--- src/rtl/serial_adder_pkg.sv ---
// Shared types and helpers for the bit-serial adder.
// Subtract support is compiled in only when SERIAL_ADDER_SUB_EN is defined.
package serial_adder_pkg;

    typedef enum logic [1:0] {
        IDLE  = 2'd0,
        SHIFT = 2'd1,
        DONE  = 2'd2
    } state_t;

    localparam logic ADD = 1'b0;
    localparam logic SUB = 1'b1;

    // Counter must hold the values 0..WIDTH without wrapping.
    function automatic int cnt_width(input int width);
        return $clog2(width + 1);
    endfunction

endpackage

--- src/rtl/serial_adder_if.sv ---
// Request/result bundle of the bit-serial adder.
// The sub signal exists only when SERIAL_ADDER_SUB_EN is defined.
interface serial_adder_if #(
    parameter int WIDTH = 8
);
    logic             start;
    logic [WIDTH-1:0] a;
    logic [WIDTH-1:0] b;
`ifdef SERIAL_ADDER_SUB_EN
    logic             sub;
`endif
    logic             busy;
    logic             done;
    logic [WIDTH-1:0] sum;
    logic             cout;

`ifdef SERIAL_ADDER_SUB_EN
    modport master (output start, a, b, sub, input busy, done, sum, cout);
    modport slave  (input start, a, b, sub, output busy, done, sum, cout);
`else
    modport master (output start, a, b, input busy, done, sum, cout);
    modport slave  (input start, a, b, output busy, done, sum, cout);
`endif

endinterface

--- src/rtl/serial_adder_full_adder.sv ---
// Combinational 1-bit full adder used as the single arithmetic cell of serial_adder.
module full_adder (
    input  logic a,
    input  logic b,
    input  logic cin,
    output logic s,
    output logic co
);

    assign s  = a ^ b ^ cin;
    assign co = (a & b) | (cin & (a ^ b));

endmodule

--- src/rtl/serial_adder.sv ---
// Bit-serial WIDTH-bit adder: one bit per clock, LSB first, through a single full adder.
// Define SERIAL_ADDER_SUB_EN to add the sub input (a - b with borrow on cout).
module serial_adder
    import serial_adder_pkg::*;
#(
    parameter int WIDTH = 8
) (
    input logic                clk,
    input logic                rst,
    serial_adder_if.slave      bus
);

    localparam int CW = cnt_width(WIDTH);
    localparam logic [CW-1:0] LAST_BIT = CW'(WIDTH - 1);

    state_t           state_r;
    logic [WIDTH-1:0] a_sr_r;
    logic [WIDTH-1:0] b_sr_r;
    logic [WIDTH-1:0] result_r;
    logic [CW-1:0]    cnt_r;
    logic             carry_r;
    logic             busy_r;
    logic             done_r;
    logic             cout_r;
    logic             mode_r;
    logic             req_mode_s;
    logic             b_bit_s;
    logic             fa_s;
    logic             fa_co_s;

`ifdef SERIAL_ADDER_SUB_EN
    assign req_mode_s = bus.sub;
    // Subtract is a + ~b + 1: invert b per bit and preload carry with 1.
    assign b_bit_s    = b_sr_r[0] ^ mode_r;
`else
    assign req_mode_s = ADD;
    assign b_bit_s    = b_sr_r[0];
`endif

    full_adder u_fa (
        .a   (a_sr_r[0]),
        .b   (b_bit_s),
        .cin (carry_r),
        .s   (fa_s),
        .co  (fa_co_s)
    );

    // Control FSM, operand shift registers, result assembly and registered outputs.
    always_ff @(posedge clk or posedge rst) begin
        if (rst) begin
            state_r  <= IDLE;
            a_sr_r   <= '0;
            b_sr_r   <= '0;
            result_r <= '0;
            cnt_r    <= '0;
            carry_r  <= 1'b0;
            busy_r   <= 1'b0;
            done_r   <= 1'b0;
            cout_r   <= 1'b0;
            mode_r   <= ADD;
        end else begin
            case (state_r)
                IDLE: begin
                    done_r <= 1'b0;
                    if (bus.start) begin
                        a_sr_r   <= bus.a;
                        b_sr_r   <= bus.b;
                        result_r <= '0;
                        cnt_r    <= '0;
                        mode_r   <= req_mode_s;
                        carry_r  <= (req_mode_s == SUB) ? 1'b1 : 1'b0;
                        cout_r   <= 1'b0;
                        busy_r   <= 1'b1;
                        state_r  <= SHIFT;
                    end else begin
                        busy_r  <= 1'b0;
                        state_r <= IDLE;
                    end
                end
                SHIFT: begin
                    a_sr_r   <= a_sr_r >> 1;
                    b_sr_r   <= b_sr_r >> 1;
                    result_r <= {fa_s, result_r[WIDTH-1:1]};
                    carry_r  <= fa_co_s;
                    cnt_r    <= cnt_r + CW'(1);
                    busy_r   <= 1'b1;
                    if (cnt_r == LAST_BIT) begin
                        // In subtract mode a missing carry-out means a borrow occurred.
                        cout_r  <= fa_co_s ^ mode_r;
                        done_r  <= 1'b1;
                        state_r <= DONE;
                    end else begin
                        done_r  <= 1'b0;
                        state_r <= SHIFT;
                    end
                end
                DONE: begin
                    done_r  <= 1'b0;
                    busy_r  <= 1'b0;
                    state_r <= IDLE;
                end
                default: begin
                    done_r  <= 1'b0;
                    busy_r  <= 1'b0;
                    state_r <= IDLE;
                end
            endcase
        end
    end

    assign bus.busy = busy_r;
    assign bus.done = done_r;
    assign bus.sum  = result_r;
    assign bus.cout = cout_r;

endmodule

--- src/flat_wrapper.sv ---
// flat-port wrapper written by rule: the top's interface ports become plain ports
module serial_adder_flat import serial_adder_pkg::*;
#(
    parameter int WIDTH = 8
)
  (clk, rst, bus_start, bus_a, bus_b, bus_busy, bus_done, bus_sum, bus_cout);
  serial_adder_if #(.WIDTH(WIDTH)) bus_i ();
  input logic clk;
  input logic rst;
  input wire logic [$bits(bus_i.start)-1:0] bus_start;
  input wire logic [$bits(bus_i.a)-1:0] bus_a;
  input wire logic [$bits(bus_i.b)-1:0] bus_b;
  output wire logic [$bits(bus_i.busy)-1:0] bus_busy;
  output wire logic [$bits(bus_i.done)-1:0] bus_done;
  output wire logic [$bits(bus_i.sum)-1:0] bus_sum;
  output wire logic [$bits(bus_i.cout)-1:0] bus_cout;
  assign bus_i.start = bus_start;
  assign bus_i.a = bus_a;
  assign bus_i.b = bus_b;
  assign bus_busy = bus_i.busy;
  assign bus_done = bus_i.done;
  assign bus_sum = bus_i.sum;
  assign bus_cout = bus_i.cout;
  serial_adder #(.WIDTH(WIDTH)) u_core (.clk(clk), .rst(rst), .bus(bus_i));
endmodule
--- config.mk ---
export PLATFORM = sky130hd
export DESIGN_NAME = serial_adder_flat
export DESIGN_NICKNAME = d
export VERILOG_FILES = /design/src/rtl/serial_adder_pkg.sv /design/src/rtl/serial_adder_if.sv /design/src/rtl/serial_adder_full_adder.sv /design/src/rtl/serial_adder.sv /design/src/flat_wrapper.sv
export SDC_FILE = /design/constraint.sdc
export NUM_CORES = 1
export LEC_CHECK = 0
export BUFFER_PORTS_ARGS = -buffer_cell sky130_fd_sc_hd__buf_2
export CORE_UTILIZATION = 35
export DETAILED_ROUTE_END_ITERATION = 6
export HOLD_SLACK_MARGIN = 0.08
export SKIP_CTS_REPAIR_TIMING = 1
export SLEW_MARGIN = 20
export SYNTH_ARGS = -nofsm -noshare
export SYNTH_HDL_FRONTEND = slang
export SYNTH_SLANG_ARGS = --single-unit
export TNS_END_PERCENT = 1
--- constraint.sdc ---
create_clock -name clk -period 1.6 [get_ports clk]
set_input_delay 0.08 -clock clk [delete_from_list [all_inputs] [get_ports clk]]
set_output_delay 0.08 -clock clk [all_outputs]
set_load 0.02 [all_outputs]
# Yosys cells after proc, flatten, opt, wreduce, memory -nomap -nowiden
# Index checks and enable logic that the tools add are counted.
[word_totals]
ff_bits = 34
inputBits = 19
output_inout_bits = 11
wordCells = 42
[op_classes]
addsub = 1
n_eq_ne = 4
muxes = 19
bitwise = 5
reduce_logical = 4
[ops]
columns = ["op", "count"]
rows = [
  ["8-bit case mux with 2 select lines", 3],
  ["8-bit two-way mux", 3],
  ["4-bit case mux with 2 select lines", 1],
  ["1-bit two-way mux", 6],
  ["1-bit case mux with 2 select lines", 3],
  ["4-bit by 1-bit adder with 4-bit output, second input constant", 1],
  ["4-bit by 3-bit equality test with 1-bit output, second input constant", 1],
  ["4-bit two-way mux", 1],
  ["2-bit case mux with 2 select lines", 1],
  ["3-bit AND reduction", 1],
  ["1-bit bitwise AND", 2],
  ["2-bit by 1-bit equality test with 1-bit output, second input constant", 1],
  ["2-bit zero test", 1],
  ["2-bit two-way mux", 1],
  ["2-bit by 1-bit != test with 1-bit output, second input constant", 1],
  ["2-bit != test, second input constant", 1],
  ["2-bit AND reduction", 1],
  ["2-bit nonzero test", 1],
  ["1-bit XOR", 2],
  ["1-bit OR", 1],
]

# Depth between registers and ports, before layout
[logic_depth]
ltp_word = 5
ltp_mapped = 6
mapped_depth_nobuf = 4

# Modules after synthesis
# Synthesis repeated with hierarchy kept, for this count alone.
[hier_totals]
hier_cells = 127
hier_area_um2 = 1539.0
[modules_own_cells]
columns = ["module", "n_inst", "cells_each", "area_per_inst_um2", "seq_area_each_um2"]
rows = [
  ["serial_adder", 1, 126, 1519.0, 850.8],
  ["full_adder", 1, 1, 20.0, 0.0],
]

# Worst setup path before layout
# No wires, ideal clock.
[synth_path]
kind = "flip-flop to flip-flop"
start = "reg u_core.cnt_r[0]"
end = "reg u_core.cout_r (netlist: u_core.bus.cout)"
setup_time_ns = 0.122
t_arrival_ns = 1.157
required_ns = 1.478
slack_ns = 0.321
stages_incl_launch_ff = 5
path_buffers = 0
period_less_slack_ns = 1.279
path_cell_list = "dfrtp_1 > ha_1 > and3b_1 > and2_4 > a32o_1"
[synth_via]
elab_chain_len = 3
[synth_lines]
columns = ["item", "line", "rtl"]
rows = [
  ["start: declaration", "serial_adder.sv:20", "logic [CW-1:0] cnt_r;"],
  ["start signal: assignment", "serial_adder.sv:85", "cnt_r <= cnt_r + CW'(1);"],
  ["4-bit by 3-bit equality test with 1-bit output", "serial_adder.sv:87", "if (cnt_r == LAST_BIT) begin"],
  ["2-bit by 1-bit != test with 1-bit output (no line)", "-", ""],
  ["3-bit AND reduction (no line)", "-", ""],
  ["end signal: assignment", "serial_adder.sv:89", "cout_r <= fa_co_s ^ mode_r;"],
  ["end: declaration", "serial_adder.sv:24", "logic cout_r;"],
]
# No other way between the ends.
# A chain may end at the register's enable or synchronous reset.

# Worst setup path after layout
[layout_path]
start = "reg u_core.state_r[1]"
end = "reg u_core.cout_r (netlist: u_core.bus.cout)"
[layout_via]
elab_chain_len = 3
elab_cells_between_ends = 7
classes_between = "eq/ne: 3; mux: 1; reduce/logical: 3"
[layout_lines]
columns = ["item", "line", "rtl"]
rows = [
  ["start: declaration", "serial_adder.sv:16", "state_t state_r;"],
  ["start signal: assignment", "serial_adder.sv:51", "state_r <= IDLE;"],
  ["start signal: assignment", "serial_adder.sv:74", "state_r <= SHIFT;"],
  ["start signal: assignment", "serial_adder.sv:77", "state_r <= IDLE;"],
  ["2-bit by 1-bit equality test with 1-bit output / 2-bit zero test (equally long branches)", "serial_adder.sv:62", "case (state_r)"],
  ["2-bit by 1-bit != test with 1-bit output (no line), or another cell as far along", "-", ""],
  ["3-bit AND reduction (no line)", "-", ""],
]
# Several ways; a longest one is shown, not always the timed one.

==> impl_summary.md <==
Outcome
The run finished with clean final reports.

Power and ir drop
In this run the power spent charging and discharging nets is approximately 1.1 mW. The sequential cell fraction of total power is 43.5%. Net switching is 34.5% of the power. In this run, the combinational gates consume roughly 33% of the power. The worst-case vdd ir drop is between 0.6 and 0.7 mV. For this design the static power due to leakage is 0.895 nW. The power per standard cell area is about 1700 mW/mm².

The internal portion of total power is approximately 2.1 mW. The share of total power in the clock network is about a quarter.

Finish
The share of layout cells above drive strength 1 is roughly 28%. The count of filler cells inserted in the layout is 438. The antenna diode instance count is 0. In the final design database the tool counted 192 nets.

Cells fill a little over two fifths of the core in the end. The count of non-filler cells in the finished layout is about 220. Compared with the post-synthesis result, the final layout area differs by 18.7%.

Floorplan
The number of primary I/O pins is 30. The placeable core region is between 0.004 and 0.005 mm². The floorplan has 24 rows. The floorplan die width is ~69 µm. From bottom edge to top edge, the die measures a little under 70 µm. The initial core utilization is between 30% and 40%.

The floorplan step defined a die boundary enclosing 0.00476 mm².

Global route
For this run the aggregate overflow at the end of global routing stands at 0. The total routing resource utilization after global routing is roughly 14%. The first-pass GRT wire length is about 5400 µm. The initial antenna violation count came to 0. The number of global-route vias before repair is about 1200. The pin count of the biggest net entering global routing is 35.

Setup path
For flop-to-flop paths, the worst setup slack is 0.20 ns. The worst register-to-register path ends at u_core.bus.cout. Tracing the worst setup path back leads to its startpoint at u_core.state_r[1]. The source of the worst register-to-register timing path is u_core.state_r[1]. The required time of the critical path is between 1.5 and 2 ns. STA classifies the critical path startpoint as a register. The sort of element at the end of the critical path is a register. The arrival time at the worst endpoint is around 1.6 ns. The worst setup path category is reg2reg. In this run the worst path has a maximum fanout of 16. The number of cells on the worst reg-to-reg path is 3.

STA
For the final routed database, the setup TNS stands at 0 ns. Across the routed clock network, the largest skew measured is approximately 0.0042 ns. The transition time of the tightest slew-check pin is between 0.4 and 0.5 ns. The final setup violation count is 0.

Setup repair after global routing left no endpoint under its margin. Final hold analysis gives a worst-case slack of 0.0643 ns. In this run the tightest slew margin relative to its limit is between 70% and 80%. The maximum clock frequency is slightly above 700 MHz.

The post-layout minimum cycle time is between 1 and 1.5 ns. The number of failing hold endpoints at the final stage is 0. The final critical path takes up approximately 88% of the cycle. The total count of max-transition violations in the final report is 0.

Clock network
Clock-pin slew was measured on the worst setup and hold paths at about 0.07 ns. The cell sitting at the root of the clock tree is a clkbuf_8. At the later pin of the worst-skew pair, clock insertion delay measures ~0.28 ns. The H-tree depth is 2.

The CTS tree is done. The clock net in this run drives a total of 34 sinks. The longest clock path from root to sink contains 2 buffers.

The number of buffers created by CTS is 5.

Flow run
Across the run, the number of max-cap violations was 0.

Detailed routing
After detailed routing, the average wire length per cell comes to 14.1 µm. The DRC marker count from the first detailed-route iteration is 33. The pre-antenna-repair detailed-routing pass consisted of 4 iterations. The detail-routed via count per cell is 5.38. The count of nets left with antenna violations after detail routing is 0. The total routed wirelength is around 3200 µm. The post-route DRC violation count is 0. The routed layout has about 1200 vias.

Place
The final RePlAce weighted congestion is between 0.7 and 0.8. Detailed placement ended at an HPWL of between 2000 and 2500 µm. The number of cells in the design after placement is approximately 210. The number of input and output port buffers inserted is 29.

Min path
The class of the tightest hold or removal check is in2reg. The path with the worst hold slack has its endpoint at u_core.a_sr_r[0]. The worst hold path begins at bus_a[0]. The hold path depth is 3.

Logic synthesis
The xor-xnor portion of the synthesized cell area is 0%. Synthesis produced a netlist with a net count of between 150 and 200. The netlist uses 28 different library cells. The synthesized-area fraction occupied by ao, oa, aoi and oai cells is between 20% and 30%.

The synthesized design contains 0 enable-type register cells. After synthesis, the largest family of logic cells by area is compound AO/OA/AOI/OAI gates. The share of cell area taken by muxes after synthesis is 0%. The cell area that synthesis handed to floorplanning was approximately 0.0016 mm².

The fraction of the mapped netlist area in simple logic gates is between 10% and 20%. Among all flip-flop cells after synthesis, the most frequent one is dfrtp_1. The flip-flop and latch count after synthesis is 34. Each instance of the synthesized netlist takes up on average between 10 and 15 µm². Counting flops with an async set or reset pin after synthesis yields a share of 100%. The share of synthesized area occupied by flip-flops and latches is between 50 and 60%. The adder-cell area share of the yosys netlist is about 2.1%.

The synthesis warning total is 0. The number of standard cells after synthesis is about 140.
==> through the flow <==
stage          area [µm²]  power (mW)  setup WS [ns]
5_1_grt              1870        3.40         0.0921
4_1_cts              1850        3.21          0.200
2_1_floorplan        1570        2.16          0.321
3_3_place_gp         1740        2.39          0.261
6_report             1870        3.19          0.200
3_5_place_dp         1740        2.44          0.206
==> power groups by stage <==
stage	clock, mW	combinational [mW]	sequential [mW]
after floorplan	0	0.707	1.45
after global placement	0	1.01	1.38
after detailed placement	0	1.04	1.40
after CTS	0.781	1.05	1.38
after global routing	0.812	1.16	1.42
final	0.761	1.04	1.39
==> area by class of cell <==
cell class	count	area, µm²	area share (%)
clock buffer	5	68.8	3.69
clock inverter	3	40.0	2.15
inverter	3	11.3	0.604
multi-input combinational	91	627	33.6
sequential	34	851	45.6
tap	52	65.1	3.49
timing repair buffer	36	203	10.9
==> layout by cell type (no fill, tap or decap), types with 2 or more instances in the layout <==
cell           netlist  layout
a22oi_1             14      14
dlygate4sd3_1        0       2
clkbuf_8             0       5
o21ai_0              6       6
dfrtp_1             34      34
clkinv_2             0       2
a21oi_1             14      14
o21ai_1             12      12
a32o_1               2       2
buf_4                3       5
nand2_1              5       5
and2b_1              4       4
nor2b_1             10      10
a22o_1              11      11
buf_2                3      29
inv_1                2       2
==> how the worst max path moves through the flow <==
| stage | to |
|---|---|
| floorplan | u_core.bus.cout |
| global placement | u_core.bus.cout |
| detailed placement | u_core.bus.cout |
| CTS | u_core.bus.cout |
| global route | u_core.bus.cout |
| finish | u_core.bus.cout |
==> flip-flops by register name, indices dropped and copies added, names as in the netlist <==
| register | count |
|---|---|
| u_core.carry_r | 1 |
| u_core.bus.done | 1 |
| u_core.b_sr_r | 8 |
| u_core.bus.cout | 1 |
| u_core.bus.busy | 1 |
| u_core.bus.sum | 8 |
| u_core.cnt_r | 4 |
| u_core.a_sr_r | 8 |
| u_core.state_r | 2 |
==> critical path, cell delays in order (launching register included) <==
cell,delay [ns]
dfrtp_1,0.61
o21bai_4,0.32
inv_2,0.11
a32o_1,0.26
==> logic make-up after synthesis <==
kind of cell               Yosys count
AOI/OAI and AO/OA                   62
adders and majority gates            2
buffers and inverters               13
DFF                                 34
and+or+nand+nor                     27
==> synth_stat cells (2+ instances only) <==
master / number / area [µm²]
a22o_1: 11 / 96.3
nor2b_1: 10 / 62.6
nand2_1: 5 / 18.8
buf_2: 3 / 15.0
o21ai_1: 12 / 60.1
inv_1: 2 / 7.51
a32o_1: 2 / 20.0
a21oi_1: 14 / 70.1
o21ai_0: 6 / 30.0
dfrtp_1: 34 / 851
and2b_1: 4 / 30.0
buf_6: 4 / 45.0
a22oi_1: 14 / 105
buf_4: 3 / 22.5
==> layer usage <==
| metal | share of wire, % | track usage [%] |
|---|---|---|
| met3 | 4.6 | 4.82 |
| met5 | 0 | 0 |
| met2 | 49 | 22.0 |
| met4 | 2.2 | 5.67 |
| met1 | 44 | 18.2 |
Note: power is estimated with default switching activity, not from simulation.
